===== src/rtl/dpram_stream_reader_pkg.sv =====
// Shared types for the dual-port RAM stream reader.
package dpram_stream_reader_pkg;

    // Sequencer states; encodings are shared with anything that observes the FSM.
    typedef enum logic [1:0] {
        StIdle  = 2'd0,
        StIssue = 2'd1,
        StDrain = 2'd2
    } state_e;

endpackage


===== src/rtl/dpram_stream_reader_sync_fifo_reg.sv =====
// Register-based synchronous FIFO with occupancy count; holds {last, data} words.
module sync_fifo_reg #(
    parameter int unsigned DW    = 65,
    parameter int unsigned DEPTH = 4
) (
    input  logic                           clk,
    input  logic                           rst,
    input  logic                           push,
    input  logic [DW-1:0]                  wdata,
    input  logic                           pop,
    output logic [DW-1:0]                  rdata,
    output logic                           full,
    output logic                           empty,
    output logic [$clog2(DEPTH+1)-1:0]     count
);

    localparam int unsigned PW = (DEPTH > 1) ? $clog2(DEPTH) : 1;
    localparam int unsigned CW = $clog2(DEPTH+1);

    logic [DW-1:0] mem_q [DEPTH];
    logic [PW-1:0] wr_ptr_q, rd_ptr_q;
    logic [CW-1:0] count_q;
    logic          do_push, do_pop;

    // Pointers wrap explicitly so non-power-of-two depths work.
    function automatic logic [PW-1:0] ptr_inc(input logic [PW-1:0] p);
        return (p == PW'(DEPTH - 1)) ? '0 : p + PW'(1);
    endfunction

    // Status flags and guarded push/pop strobes.
    always_comb begin
        full    = (count_q == CW'(DEPTH));
        empty   = (count_q == '0);
        count   = count_q;
        rdata   = mem_q[rd_ptr_q];
        do_push = push && !full;
        do_pop  = pop && !empty;
    end

    // Storage, pointers and occupancy.
    always_ff @(posedge clk or posedge rst) begin
        if (rst) begin
            for (int i = 0; i < DEPTH; i++) begin
                mem_q[i] <= '0;
            end
            wr_ptr_q <= '0;
            rd_ptr_q <= '0;
            count_q  <= '0;
        end else begin
            if (do_push) begin
                mem_q[wr_ptr_q] <= wdata;
                wr_ptr_q        <= ptr_inc(wr_ptr_q);
            end
            if (do_pop) begin
                rd_ptr_q <= ptr_inc(rd_ptr_q);
            end
            if (do_push && !do_pop) begin
                count_q <= count_q + CW'(1);
            end else if (!do_push && do_pop) begin
                count_q <= count_q - CW'(1);
            end
        end
    end

    // The issuer's credit scheme must never let a word arrive with no room for it.
    overflow_chk: assert property (@(posedge clk) disable iff (rst) !(push && full))
        else $error("sync_fifo_reg overflow write");

endmodule


===== src/rtl/dpram_stream_reader.sv =====
// Read-side sequencer: turns a (base, length) command into RAM reads and a valid/ready stream.
module dpram_stream_reader
    import dpram_stream_reader_pkg::*;
#(
    parameter int unsigned DW         = 64,
    parameter int unsigned AW         = 8,
    parameter int unsigned N_DELAY    = 1,
    parameter int unsigned FIFO_DEPTH = 4
) (
    input  logic          clk,
    input  logic          rst,
    input  logic          cmd_valid,
    output logic          cmd_ready,
    input  logic [AW-1:0] cmd_base,
    input  logic [AW:0]   cmd_len,
    output logic          enb,
    output logic [AW-1:0] addrb,
    input  logic [DW-1:0] dob,
    output logic          m_valid,
    input  logic          m_ready,
    output logic [DW-1:0] m_data,
    output logic          m_last,
    output logic          busy,
    output logic          done
);

    localparam int unsigned CW     = $clog2(FIFO_DEPTH + 1);
    localparam logic [CW:0] DepthW = (CW+1)'(FIFO_DEPTH);

    state_e             state_q, state_d;
    logic [AW-1:0]      addr_q, addrb_q;
    logic [AW:0]        rem_q;
    logic [N_DELAY-1:0] pipe_v_q, pipe_l_q;
    logic               done_q;
    logic [CW-1:0]      fifo_count, inflight;
    logic               fifo_full, fifo_empty;
    logic [DW:0]        fifo_out;
    logic               issue, issue_last, accept, pop, last_hs;

    // Credit check: registered FIFO occupancy plus reads still in the RAM pipe.
    always_comb begin
        inflight = '0;
        for (int i = 0; i < N_DELAY; i++) begin
            inflight = inflight + CW'(pipe_v_q[i]);
        end
        accept     = (state_q == StIdle) && cmd_valid;
        issue      = (state_q == StIssue) && (rem_q != '0) && !fifo_full &&
                     (({1'b0, fifo_count} + {1'b0, inflight}) < DepthW);
        issue_last = issue && (rem_q == (AW+1)'(1));
        pop        = m_valid && m_ready;
        last_hs    = pop && m_last;
    end

    // FSM state register.
    always_ff @(posedge clk or posedge rst) begin
        if (rst) begin
            state_q <= StIdle;
        end else begin
            state_q <= state_d;
        end
    end

    // FSM next state.
    always_comb begin
        state_d = state_q;
        unique case (state_q)
            StIdle:  if (cmd_valid && (cmd_len != '0)) state_d = StIssue;
            StIssue: if (issue_last) state_d = StDrain;
            StDrain: if (last_hs) state_d = StIdle;
            default: state_d = StIdle;
        endcase
    end

    // FSM outputs; addrb shows the live address only while issuing.
    always_comb begin
        cmd_ready = (state_q == StIdle);
        busy      = (state_q != StIdle);
        enb       = issue;
        addrb     = issue ? addr_q : addrb_q;
        done      = done_q;
        m_valid   = !fifo_empty;
        m_last    = fifo_out[DW];
        m_data    = fifo_out[DW-1:0];
    end

    // Address/length counters, held read address and completion pulse.
    always_ff @(posedge clk or posedge rst) begin
        if (rst) begin
            addr_q  <= '0;
            rem_q   <= '0;
            addrb_q <= '0;
            done_q  <= 1'b0;
        end else begin
            done_q <= (accept && (cmd_len == '0)) || ((state_q == StDrain) && last_hs);
            if (accept) begin
                addr_q <= cmd_base;
                rem_q  <= cmd_len;
            end else if (issue) begin
                addr_q  <= addr_q + AW'(1);
                rem_q   <= rem_q - (AW+1)'(1);
                addrb_q <= addr_q;
            end
        end
    end

    // Latency pipe: flags travel alongside the RAM read and mark when dob is valid.
    always_ff @(posedge clk or posedge rst) begin
        if (rst) begin
            pipe_v_q <= '0;
            pipe_l_q <= '0;
        end else begin
            pipe_v_q[0] <= issue;
            pipe_l_q[0] <= issue_last;
            for (int i = 1; i < N_DELAY; i++) begin
                pipe_v_q[i] <= pipe_v_q[i-1];
                pipe_l_q[i] <= pipe_l_q[i-1];
            end
        end
    end

    sync_fifo_reg #(
        .DW    (DW + 1),
        .DEPTH (FIFO_DEPTH)
    ) u_fifo (
        .clk   (clk),
        .rst   (rst),
        .push  (pipe_v_q[N_DELAY-1]),
        .wdata ({pipe_l_q[N_DELAY-1], dob}),
        .pop   (pop),
        .rdata (fifo_out),
        .full  (fifo_full),
        .empty (fifo_empty),
        .count (fifo_count)
    );

endmodule


===== config.mk =====
export PLATFORM = sky130hd
export DESIGN_NAME = dpram_stream_reader
export DESIGN_NICKNAME = d
export VERILOG_FILES = /design/src/rtl/dpram_stream_reader_pkg.sv /design/src/rtl/dpram_stream_reader_sync_fifo_reg.sv /design/src/rtl/dpram_stream_reader.sv
export SDC_FILE = /design/constraint.sdc
export NUM_CORES = 1
export LEC_CHECK = 0
export BUFFER_PORTS_ARGS = -buffer_cell sky130_fd_sc_hd__buf_2
export CORE_ASPECT_RATIO = 1.5
export CORE_MARGIN = 3
export CORE_UTILIZATION = 23
export CTS_CLUSTER_SIZE = 28
export DETAILED_ROUTE_END_ITERATION = 8
export PLACE_DENSITY = 0.42
export SYNTH_ARGS = -nofsm -noshare
export SYNTH_HDL_FRONTEND = slang
export SYNTH_SLANG_ARGS = --single-unit

===== constraint.sdc =====
create_clock -name clk -period 17.9 [get_ports clk]
set_input_delay 1.79 -clock clk [delete_from_list [all_inputs] [get_ports clk]]
set_output_delay 1.79 -clock clk [all_outputs]
set_load 0.02 [all_outputs]

==> results of run 1 <==
through the flow:
| step | cell area (um2) | setup slack, ns | hold WS, ns | power (mW) | util, % |
|---|---|---|---|---|---|
| after floorplan | 13500 | 7.91 | 0.459 | 2.26 | - |
| after global placement | 15000 | 13.53 | 0.468 | 2.65 | 25.8 |
| after detailed placement | 15000 | 13.51 | 0.475 | 2.67 | 25.8 |
| after CTS | 16100 | 12.98 | 0.490 | 3.42 | 27.8 |
| after global routing | 16100 | 12.90 | 0.497 | 3.56 | 27.8 |
| final | 16100 | 13.15 | 0.483 | 3.33 | 27.8 |
cell usage in the layout, fill, tap and decap left out, types with 7 or more instances in the layout:
cell | Yosys | layout
sky130_fd_sc_hd__dfrtp_1 | 297 | 295
sky130_fd_sc_hd__buf_2 | 19 | 162
sky130_fd_sc_hd__mux2_1 | 154 | 154
sky130_fd_sc_hd__mux2_2 | 115 | 115
sky130_fd_sc_hd__mux4_2 | 65 | 65
sky130_fd_sc_hd__clkbuf_16 | 0 | 37
sky130_fd_sc_hd__nand2_1 | 32 | 28
sky130_fd_sc_hd__nor2_1 | 17 | 17
sky130_fd_sc_hd__o21ai_0 | 15 | 15
sky130_fd_sc_hd__o211ai_1 | 14 | 14
sky130_fd_sc_hd__inv_1 | 13 | 12
sky130_fd_sc_hd__ha_1 | 10 | 10
sky130_fd_sc_hd__buf_4 | 7 | 9
sky130_fd_sc_hd__nand3_1 | 8 | 8
sky130_fd_sc_hd__nor3_1 | 7 | 7
sky130_fd_sc_hd__clkbuf_8 | 0 | 7
routing by layer:
layer  global-route usage [%]  vias up
li1                         -     3497
met1                     13.1     4107
met2                     19.4      144
met3                     2.11       42
met4                     3.67        2
met5                        0        -
report_power, final:
part / total (mW) / internal, mW / switching, mW / leakage, nW
clock: 0.714 / 0.432 / 0.282 / 0.561
combinational: 1.39 / 0.687 / 0.698 / 2.70
sequential: 1.23 / 1.01 / 0.215 / 3.49
sequential cells by signal, indices dropped and copies added, names as in the netlist:
signal,count
u_fifo.mem_q,260
u_fifo.rd_ptr_q,2
pipe_v_q,1
state_q,2
pipe_l_q,1
u_fifo.count,3
addrb_q,8
u_fifo.wr_ptr_q,2
done,1
rem_q,9
addr_q,8
final timing paths:
kind	endpoint	slack, ns	cells after the start
worst max-delay path	m_data[28]	13.15	3
max in group asynchronous	u_fifo.mem_q[25]$_DFFE_PP0P_	14.23	4
min in group asynchronous	u_fifo.mem_q[240]$_DFFE_PP0P_	1.37	2
worst max register to register	u_fifo.mem_q[192]$_DFFE_PP0P_	15.41	5
worst min-delay path	u_fifo.mem_q[133]$_DFFE_PP0P_	0.48	1
worst min register to register	u_fifo.mem_q[133]$_DFFE_PP0P_	0.48	1
area by class of cell:
type	instances	area (um2)	share of cell area, %
Timing Repair Buffer	171	878	5.46
Tap cell	770	963	5.99
Multi-Input combinational cell	496	5610	34.9
Sequential cell	297	7440	46.2
Inverter	14	65.1	0.404
Clock buffer	49	1040	6.47
Clock inverter	8	96.3	0.599
cells by family (layout without fill, tap and decap cells):
family,after synthesis,after routing
muxes,336,336
DFF,297,297
and+or+nand+nor,93,93
buffers and inverters,64,242
AOI/OAI and AO/OA,53,53
adders and majority gates,11,11
xor gates and xnor gates,3,3
==> impl_results.md, run 1 <==
- Result of the run: finished, final reports clean
- Die width: 204 um
- Area fraction in compound gates after synthesis: between 2 and 3%
- Total Die Area: 61600 um2
- Share of cell area taken by muxes after synthesis: 33.6%
- Top routing layer in use: met5
- Tightest Hold Check Type: reg2reg
- Met2 Wirelength: 17200 um
- Worst setup path start: u_fifo.rd_ptr_q[0]$_DFFE_PP0P_
- Worst reg2reg startpoint: u_fifo.count[0]$_DFFE_PP0P_
- Skew final: between 0.01 and 0.015 ns
- Count of distinct cell types in the synthesized netlist: 56
- Critical path, cell by cell: buf_4 -> mux4_2 -> buf_2
- Top cells by area in the synthesized netlist: sky130_fd_sc_hd__dfrtp_1, sky130_fd_sc_hd__mux2_1, sky130_fd_sc_hd__mux4_2
- Die Span Y: 302 um
- Initial standard-cell utilization of the core: 23.2%
- Layout-stage area growth over the synthesis result: 19.5%
- Leading area contributor after synthesis: sky130_fd_sc_hd__dfrtp_1
- Endpoints failing hold: 0
- Buf/Inv on CP: 2
- Largest family of logic cells by synthesized area: multiplexers
- Fraction of the yosys area taken by sequential cells: 55.2%
- Fin cells: around 1800
- Routability-driven placement congestion ratio: about 0.7
- Met1 wire length: 13800 um
- Gr usage total: 10.9%
- TritonCTS buffer count: 34
- Core region area: 58000 um2
- P_leak: 6.76 nW
- Routed wire length: 33100 um
- Cell chosen for the clock root: sky130_fd_sc_hd__clkbuf_16
- CTS tree: built
- Synthesized instance count: 857
- Sum of net half-perimeters after detailed placement: 20400 um
- Floorplan row count: roughly 110
- Worst-Skew Late Latency: 0.52 ns
- Final Cycle Share: 26.5%
- Share of flip-flops with an asynchronous set or reset after synthesis: 100%
- Post-synth top area share: a little under three fifths
- Layout net count: roughly 1100
- First-pass GRT wire length: 51800 um
- Leftover overflow at the end of global routing: 0
- Combined area of all synthesized cells: ~13000 um2
- Clk buf depth: 3
- CP max stage cell: sky130_fd_sc_hd__dfrtp_4
- WL per Instance: 18.3 um
- Number of antenna violations at the first check in global routing: 1
- Number of top-level pins: 163
- Detailed router's first-iteration violation count: 228
- Maximum ir drop on the vdd rail: 76.9 uV
- Top-count cell post-synth: sky130_fd_sc_hd__dfrtp_1
- Endpoints failing setup: 0
- Delay contributed by the slowest stage of the critical path: 0.83 ns
- # diodes: 0
- Area share of and/or/nand/nor cells after synthesis: 3.70%
- Vias in the first global route: between 8000 and 9000
- Via/cell ratio: 4.32
- Critical path fanouts, max: 35
- Area share of xor/xnor cells in the synthesized design: 0.195%
- Met3 layer wire length in the routed design: 1260 um
- Max H-tree Level: 2
- P per Cell Area: 207 nW/um2
- Cell types with the highest counts after synthesis: sky130_fd_sc_hd__dfrtp_1, sky130_fd_sc_hd__mux2_1, sky130_fd_sc_hd__mux2_2
- Fin. max-slew vios: 0
- Main synth FF type: sky130_fd_sc_hd__dfrtp_1
- Reported max-cap violation count: 0
- Seq cells post-synth: 297
- Worst Min Path Start: u_fifo.mem_q[133]$_DFFE_PP0P_
- Syn Nets: between 900 and 1000
- Shortest period the worst path allows: 4.75 ns
- Setup repair after global routing missed its margin: false
- Layout cell share with drive strength beyond 1: roughly 41%
- Detailed-router iteration count before antenna repair: 4
- Number of buffers inserted by port buffering: 162
- Max-slew headroom: 32.1%
- Critical Setup Path Class: reg2out
- Arrival @ worst endpoint: 2.96 ns
- Average cell area after synthesis: 15.7 um2
- Detail Route Antenna Nets: 0
- Slew at the pin closest to its max-slew limit: 1.02 ns
- Synthesized-area fraction occupied by adder cells: 1.08%
- Data required time at the worst endpoint: 16.11 ns
- Clock sink count: 297
- Resize count post-CTS: 0
- Dominant delay contributor by cell family on the critical path: buffers and inverters
- Setup TNS Final: 0 ns
- Achievable frequency: 210 MHz
- Number of enable flip-flop cells after synthesis: 0
- CTS clock-pin slew for the worst setup and hold paths: about 0.060 ns
- Vias post-DR: 7792
- Filler cell count in the final layout: 5926
- Synth warnings: 0
- Placed Cells: 1748
- Post-CTS Repair Setup Buffers: 0
- Crit path capture type: primary output
- Maximum number of pins on one net before global-route repair: 93
- CP Launch Type: flop
- Count of hold buffers inserted by post-cts repair: 0
- Number of remaining DRC errors: 0
(Power assumes the default switching activity.)
==> inputs of run 2 (changes only) <==
==> constraint.sdc (replaced) <==
create_clock -name clk -period 4.79 [get_ports clk]
set_input_delay 0.479 -clock clk [delete_from_list [all_inputs] [get_ports clk]]
set_output_delay 0.479 -clock clk [all_outputs]
set_load 0.02 [all_outputs]
==> run 2 against run 1 <==
Cell area grew 1.0%. Global-route usage grew 0.27 points. Cell count grew 0.50%. Clock skew grew 0.00058 ns. First-iteration DRC count shrank 2.2%. Total power grew to 3.8 times the previous value. Sequential power grew to 3.8 times the previous value. Critical path depth is the same. Wire length grew 2.7%. Critical path type unchanged. Critical endpoint is now m_data[27]. Largest cell class unchanged. Highest routed layer is now met4.
==> impl_results.md, run 2 (synthesized netlist as in run 1, its figures left out) <==
- P per Cell Area: 786 nW/um2 (+280%)
- Clock network fraction of total power: 23.2% (+1.7 points)
- Met2 track demand over resource: 19.6% (+0.20 points)
- Maximum ir drop on the vdd rail: 330 uV (+330%)
- Most Used Layer, Global Route: met2
- Data required time at the worst endpoint: 4.31 ns (-11.80 ns)
- Via/cell ratio: 4.37 (+1.3%)
- Layout-stage area growth over the synthesis result: 20.8%
- Leading cell type in the layout, fill and taps excluded: sky130_fd_sc_hd__dfrtp_1
- P_int: 8.20 mW (+280%)
- Initial standard-cell utilization of the core: 23.2% (unchanged)
- Worst-Skew Late Latency: 0.54 ns (+0.02 ns)
- Switching Fraction: 35.8% (-0.095 points)
- Routed wire length: 34000 um (+2.7%)
- Fraction of met1 tracks used by global routing: 13.8% (+0.71 points)
- Layout net count: 1114 (+0.36%)
- Clock sink count: 297 (unchanged)
- Critical path fanouts, max: 41 (+17%)
- Core region area: 58000 um2 (unchanged)
- Delay contributed by the slowest stage of the critical path: 0.96 ns (+0.13 ns)
- Result of the run: finished, final reports clean
- First-pass GRT wire length: 53300 um (+2.8%)
- CTS tree: built
- Number of antenna violations at the first check in global routing: 1 (unchanged)
- Vias in the first global route: 8607 (+0.16%)
- Achievable frequency: about 310 MHz
- Leftover overflow at the end of global routing: 0 (unchanged)
- Filler cell count in the final layout: 5937 (+0.19%)
- Endpoints failing hold: 0 (unchanged)
- Met3 capacity usage during global routing: 2.00% (-0.11 points)
- Arrival @ worst endpoint: 2.73 ns (-0.23 ns)
- Total Die Area: 61600 um2 (unchanged)
- Die Span Y: 302 um (unchanged)
- Slew at the pin closest to its max-slew limit: 0.904 ns (-0.115 ns)
- Shortest period the worst path allows: 3.21 ns
- Sequential group share of total power: 36.2% (-0.7 points)
- Maximum number of pins on one net before global-route repair: 133 (+43%)
- Tightest Hold Check Type: in2reg
- Detailed router's first-iteration violation count: 223 (-2.2%)
- Critical path, cell by cell: buf_4 -> mux4_2 -> buf_2
- Post-layout total power: 12.8 mW (+280%)
- Flip-flop count of the largest register, all copies and words added: 260 (unchanged)
- Max H-tree Level: 2 (unchanged)
- Worst setup path start: u_fifo.rd_ptr_q[0]$_DFFE_PP0P_
- Clk buf depth: 3 (unchanged)
- Routability-driven placement congestion ratio: 0.689 (about the same)
- Biggest registers after layout: u_fifo.mem_q x260, rem_q x9
- Final Cycle Share: between 60% and 70%
- CTS clock-pin slew for the worst setup and hold paths: 0.06 ns (about the same)
- Critical Setup Path Class: reg2out
- Biggest register: u_fifo.mem_q
- Worst R2R Setup Slack: 2.26 ns (-13.15 ns)
- Endpoints failing setup: 0 (unchanged)
- Post-CTS Repair Setup Buffers: 0 (unchanged)
- Detail Route Antenna Nets: 0 (unchanged)
- Reported max-cap violation count: 0 (unchanged)
- Crit path capture type: primary output
- Detailed-router iteration count before antenna repair: 4 (unchanged)
- Vias post-DR: 7934 (+1.8%)
- Register area: 7440 um2 (unchanged)
- CP Launch Type: flop
- Number of buffers inserted by port buffering: 162 (unchanged)
- Max-slew headroom: 39.2% (+7.1 points)
- FF-to-FF End: u_fifo.mem_q[154]$_DFFE_PP0P_
- Number of top-level pins: 163 (unchanged)
- Gr usage total: 11.1% (+0.27 points)
- Number of remaining DRC errors: 0 (unchanged)
- CP max stage cell: sky130_fd_sc_hd__dfrtp_4
- Cell depth of the worst flop-to-flop path: 5 (unchanged)
- Sum of net half-perimeters after detailed placement: 21200 um (+3.5%)
- Floorplan row count: 108 (unchanged)
- CP endpoint: m_data[27]
- Layout cell share with drive strength beyond 1: 41.3% (+0.45 points)
- Worst reg2reg startpoint: u_fifo.count[0]$_DFFE_PP0P_
- Fin. max-slew vios: 0 (unchanged)
- Cell chosen for the clock root: sky130_fd_sc_hd__clkbuf_16
- Power spent charging and discharging nets: 4.58 mW (+280%)
- Setup TNS Final: 0 ns (unchanged)
- Gate power share: 40.6% (-1.0 points)
- Top library cells by usage in the layout, fill and taps aside: sky130_fd_sc_hd__dfrtp_1, sky130_fd_sc_hd__buf_2, sky130_fd_sc_hd__mux2_1, sky130_fd_sc_hd__mux2_2, sky130_fd_sc_hd__mux4_2
- WL per Instance: 18.7 um (+2.2%)
- Footprint of the multi-input gates: 5610 um2 (unchanged)
- TritonCTS buffer count: 35 (+2.9%)
- Skew final: 0.0120 ns (+0.000581 ns)
- Setup repair after global routing missed its margin: false
- P_leak: 6.83 nW (+1.1%)
- Die width: 204 um (unchanged)
run 2: cell types whose count changed in the layout (fill, tap and decap cells not counted), sizes merged:
cell and change:
clkinvlp +1, buf +2, bufinv +6, inv +1
clkinv +3, dlygate4sd3 +1, clkbuf -6, diode +1
run 2: timing repair:
| item | 4_1_cts | 5_1_grt |
|---|---|---|
| endpoints found under the setup margin | 0 | 0 |
| hold endpoints to repair | 4 | 0 |
| resized for setup | 0 | 0 |
| hold buffers | 1 | 0 |
run 2: layout make-up:
cell class / count / area share, %
antenna: 1 / 0.0154
clock buffer: 43 / 5.82
clock inverter: 19 / 1.90
inverter: 14 / 0.377
multi-input combinational: 496 / 34.5
sequential: 297 / 45.7
tap: 770 / 5.92
timing repair buffer: 174 / 5.71
run 2: how the worst min path moves through the flow:
stage	start	endpoint	slack (ns)	depth (start not counted)
final	cmd_base[5]	addr_q[5]$_DFFE_PP0P_	0.16	3
after global routing	cmd_base[6]	addr_q[6]$_DFFE_PP0P_	0.14	2
after CTS	cmd_base[5]	addr_q[5]$_DFFE_PP0P_	0.12	3
after detailed placement	rst	u_fifo.mem_q[231]$_DFFE_PP0P_	0.43	2
after global placement	rst	u_fifo.mem_q[231]$_DFFE_PP0P_	0.43	2
after floorplan	u_fifo.mem_q[100]$_DFFE_PP0P_	u_fifo.mem_q[100]$_DFFE_PP0P_	0.46	1
run 2: per-layer routing:
| layer | up-vias | part of all wire (%) |
|---|---|---|
| met5 | - | 0 |
| met4 | 0 | 2.5 |
| met3 | 46 | 3.5 |
| met2 | 131 | 51 |
| met1 | 4234 | 43 |
| li1 | 3523 | - |
run 2: through the flow:
stage	std cells	utilization (%)	instance area (um2)	hold slack [ns]	setup WS (ns)
floorplan	857	-	13500	0.459	0.366
global placement	1750	25.9	15000	0.429	2.11
detailed placement	1750	25.9	15000	0.428	2.08
CTS	1813	28.0	16300	0.118	1.46
global route	1813	28.0	16300	0.145	1.41
finish	1814	28.1	16300	0.157	1.58
run 2: power groups by stage:
stage	combinational, mW	sequential [mW]	clock, mW
after global routing	5.64	4.82	3.18
after detailed placement	5.33	4.70	0
after CTS	5.35	4.66	3.10
after global placement	5.25	4.68	0
after floorplan	4.17	4.27	0
final	5.19	4.63	2.96
run 2: worst max-delay path, delay by kind of cell, from the launching register on:
family	cells	cell delay [ns]
buffers and inverters	2	0.65
DFF	1	0.96
muxes	1	0.56
==> inputs of run 3 (changes only) <==
==> constraint.sdc (replaced) <==
create_clock -name clk -period 3 [get_ports clk]
set_input_delay 0.3 -clock clk [delete_from_list [all_inputs] [get_ports clk]]
set_output_delay 0.3 -clock clk [all_outputs]
set_load 0.02 [all_outputs]
==> run 3 against run 2 <==
Cell area is 4.2% higher. Setup slack worse by 1.4 ns. Cell count is 4.0% higher. Sequential power is 57% higher. Critical path depth is 3 higher. Clock power is 46% higher. Largest power group unchanged.
==> impl_results.md, run 3 (synthesized netlist as in run 1, its figures left out) <==
- Result of the run: finished, final reports clean
- CP Launch Type: flop
- Leftover overflow at the end of global routing: 0 (unchanged)
- Delay contributed by the slowest stage of the critical path: 0.45 ns (-0.51 ns)
- Number of remaining DRC errors: 0 (unchanged)
- Cell depth of the worst flop-to-flop path: 9 (+4)
- Critical path fanouts, max: 19 (-54%)
- Clk buf depth: 3 (unchanged)
- Maximum ir drop on the vdd rail: 538 uV (+63%)
- Number of antenna violations at the first check in global routing: 0 (-1)
- Critical path, cell by cell: nor4_4 -> nand4b_4 -> nand2_4 -> inv_6 -> mux2_4 -> buf_2
- Setup slack of the critical path after layout: 0.198 ns (-1.38 ns)
- Fin. max-slew vios: 0 (unchanged)
- First-pass GRT wire length: 54200 um (+1.7%)
- Tightest Hold Check Type: in2reg
- Critical Setup Path Class: reg2out
- Setup repair after global routing missed its margin: false
- Shortest period the worst path allows: 2.80 ns
- Leading cell type in the layout, fill and taps excluded: sky130_fd_sc_hd__dfrtp_1
- CTS clock-pin slew for the worst setup and hold paths: 0.06 ns (about the same)
- Final Cycle Share: between 90 and 100%
- Endpoints failing setup: 0 (unchanged)
- Switching Fraction: 36.0% (+0.14 points)
- Detail Route Antenna Nets: 0 (unchanged)
- Clock network fraction of total power: 21.4% (-1.8 points)
- Flip-flop count of the largest register, all copies and words added: 260 (unchanged)
- Fraction of met1 tracks used by global routing: 13.8% (+0.018 points)
- Met3 capacity usage during global routing: 2.06% (+0.054 points)
- Floorplan row count: 108 (unchanged)
- Number of buffers inserted by port buffering: 162 (unchanged)
- Vias in the first global route: 9016 (+4.8%)
- Die width: 204 um (unchanged)
- Data required time at the worst endpoint: 2.70 ns (-1.61 ns)
- Power spent charging and discharging nets: 7.27 mW (+59%)
- Reported max-cap violation count: 0 (unchanged)
- # diodes: 0 (-1)
- Layout net count: 1187 (+6.6%)
- CTS tree: built
- P_int: 12.9 mW (+58%)
- CP max stage cell: sky130_fd_sc_hd__dfrtp_1
- Max H-tree Level: 2 (unchanged)
- Total Die Area: 61600 um2 (unchanged)
- Number of top-level pins: 163 (unchanged)
- Most Used Layer, Global Route: met2
- Slew at the pin closest to its max-slew limit: 0.951 ns (+0.0474 ns)
- Arrival @ worst endpoint: 2.50 ns (-0.23 ns)
- WL per Instance: 18.1 um (-3.2%)
- Achievable frequency: 357 MHz
- Placement-stage worst setup slack: 0.683 ns (-1.39 ns)
- Worst-Skew Late Latency: 0.54 ns (about the same)
- Sequential group share of total power: 35.9% (-0.3 points)
- Gr usage total: 11.2% (+0.10 points)
- Routed wire length: 34200 um (+0.62%)
- Sum of net half-perimeters after detailed placement: 21800 um (+3.2%)
- Skew final: 0.0128 ns (+0.000820 ns)
- Top library cells by usage in the layout, fill and taps aside: sky130_fd_sc_hd__dfrtp_1, sky130_fd_sc_hd__buf_2, sky130_fd_sc_hd__mux2_1, sky130_fd_sc_hd__mux2_2, sky130_fd_sc_hd__mux4_2
- Endpoints failing hold: 0 (unchanged)
- Cell chosen for the clock root: sky130_fd_sc_hd__clkbuf_16
- Post-CTS Repair Setup Buffers: 0 (unchanged)
- Setup TNS Final: 0 ns (unchanged)
- Crit path capture type: primary output
- Die Span Y: 302 um (unchanged)
- Max-slew headroom: 36.0% (-3.2 points)
- Gate power share: 42.7% (+2.1 points)
- Layout-stage area growth over the synthesis result: 25.9%
- Via/cell ratio: 4.30 (-1.8%)
- Vias post-DR: 8101 (+2.1%)
- Routability-driven placement congestion ratio: 0.703 (+2.1%)
- Maximum number of pins on one net before global-route repair: 104 (-22%)
- P_leak: 7.14 nW (+4.5%)
- Post-layout total power: 20.2 mW (+58%)
- P per Cell Area: 1190 nW/um2 (+52%)
- Biggest register: u_fifo.mem_q
- Core region area: 58000 um2 (unchanged)
- TritonCTS buffer count: 35 (unchanged)
- Detailed router's first-iteration violation count: 217 (-2.7%)
- Clock sink count: 297 (unchanged)
- Resize count post-CTS: 0 (unchanged)
- Worst hold stages: 2 (-1)
- Detailed-router iteration count before antenna repair: 4 (unchanged)
- Met2 track demand over resource: 19.8% (+0.25 points)
- Layout cell share with drive strength beyond 1: 39.6% (-1.7 points)
- Initial standard-cell utilization of the core: 23.2% (unchanged)
- Biggest registers after layout: u_fifo.mem_q x260, rem_q x9
-- run 3: critical path, delay by kind of cell, from the launching register on --
family	cells	cell delay [ns]
buffers and inverters	2	0.25
flip-flops	1	0.45
multiplexers	1	0.31
AND/OR/NAND/NOR	3	0.95
-- run 3: final timing paths --
path,start,end,slack [ns]
max in group asynchronous,rst,pipe_v_q$_DFF_PP0_,1.68
min in group asynchronous,rst,u_fifo.mem_q[257]$_DFFE_PP0P_,0.36
hold reg to reg,u_fifo.mem_q[0]$_DFFE_PP0P_,u_fifo.mem_q[0]$_DFFE_PP0P_,0.48
setup reg to reg,u_fifo.count[2]$_DFFE_PP0P_,u_fifo.count[2]$_DFFE_PP0P_,0.67
hold / removal,dob[7],u_fifo.mem_q[7]$_DFFE_PP0P_,0.03
setup / recovery,rem_q[5]$_DFFE_PP0P_,addrb[7],0.20
-- run 3: metal layers --
| layer | wire length (um) | vias up |
|---|---|---|
| met3 | 1330 | 46 |
| met4 | 897 | 0 |
| met2 | 17500 | 154 |
| met5 | 0 | - |
| li1 | - | 3658 |
| met1 | 14400 | 4243 |
-- run 3: through the flow --
stage | instance area (um2) | std cells | utilization, % | hold WS, ns
3_5_place_dp | 15200 | 1767 | 26.3 | 0.380
4_1_cts | 17000 | 1886 | 29.2 | 0.0000884
3_3_place_gp | 15200 | 1767 | 26.3 | 0.395
5_1_grt | 17000 | 1886 | 29.2 | 0.0101
2_1_floorplan | 13500 | 857 | - | 0.416
6_report | 17000 | 1886 | 29.2 | 0.0343
-- run 3: area by class of cell --
cell class	instances	area (um2)
Sequential cell	297	7440
Fill cell	5888	41000
Multi-Input combinational cell	496	5610
Clock buffer	52	1010
Timing Repair Buffer	247	1730
Inverter	14	61.3
Clock inverter	10	136
Tap cell	770	963
-- run 3: power groups by stage --
stage	clock, mW	combinational [mW]	sequential [mW]
floorplan	0	6.65	6.82
global placement	0	8.71	7.30
detailed placement	0	8.84	7.35
CTS	4.53	8.92	7.29
global route	4.66	9.40	7.56
finish	4.32	8.63	7.26
-- run 3: repair_timing --
item                                    CTS  global route
endpoints found under the setup margin    0             0
hold buffers                             57             0
endpoints found under the hold margin   151             0
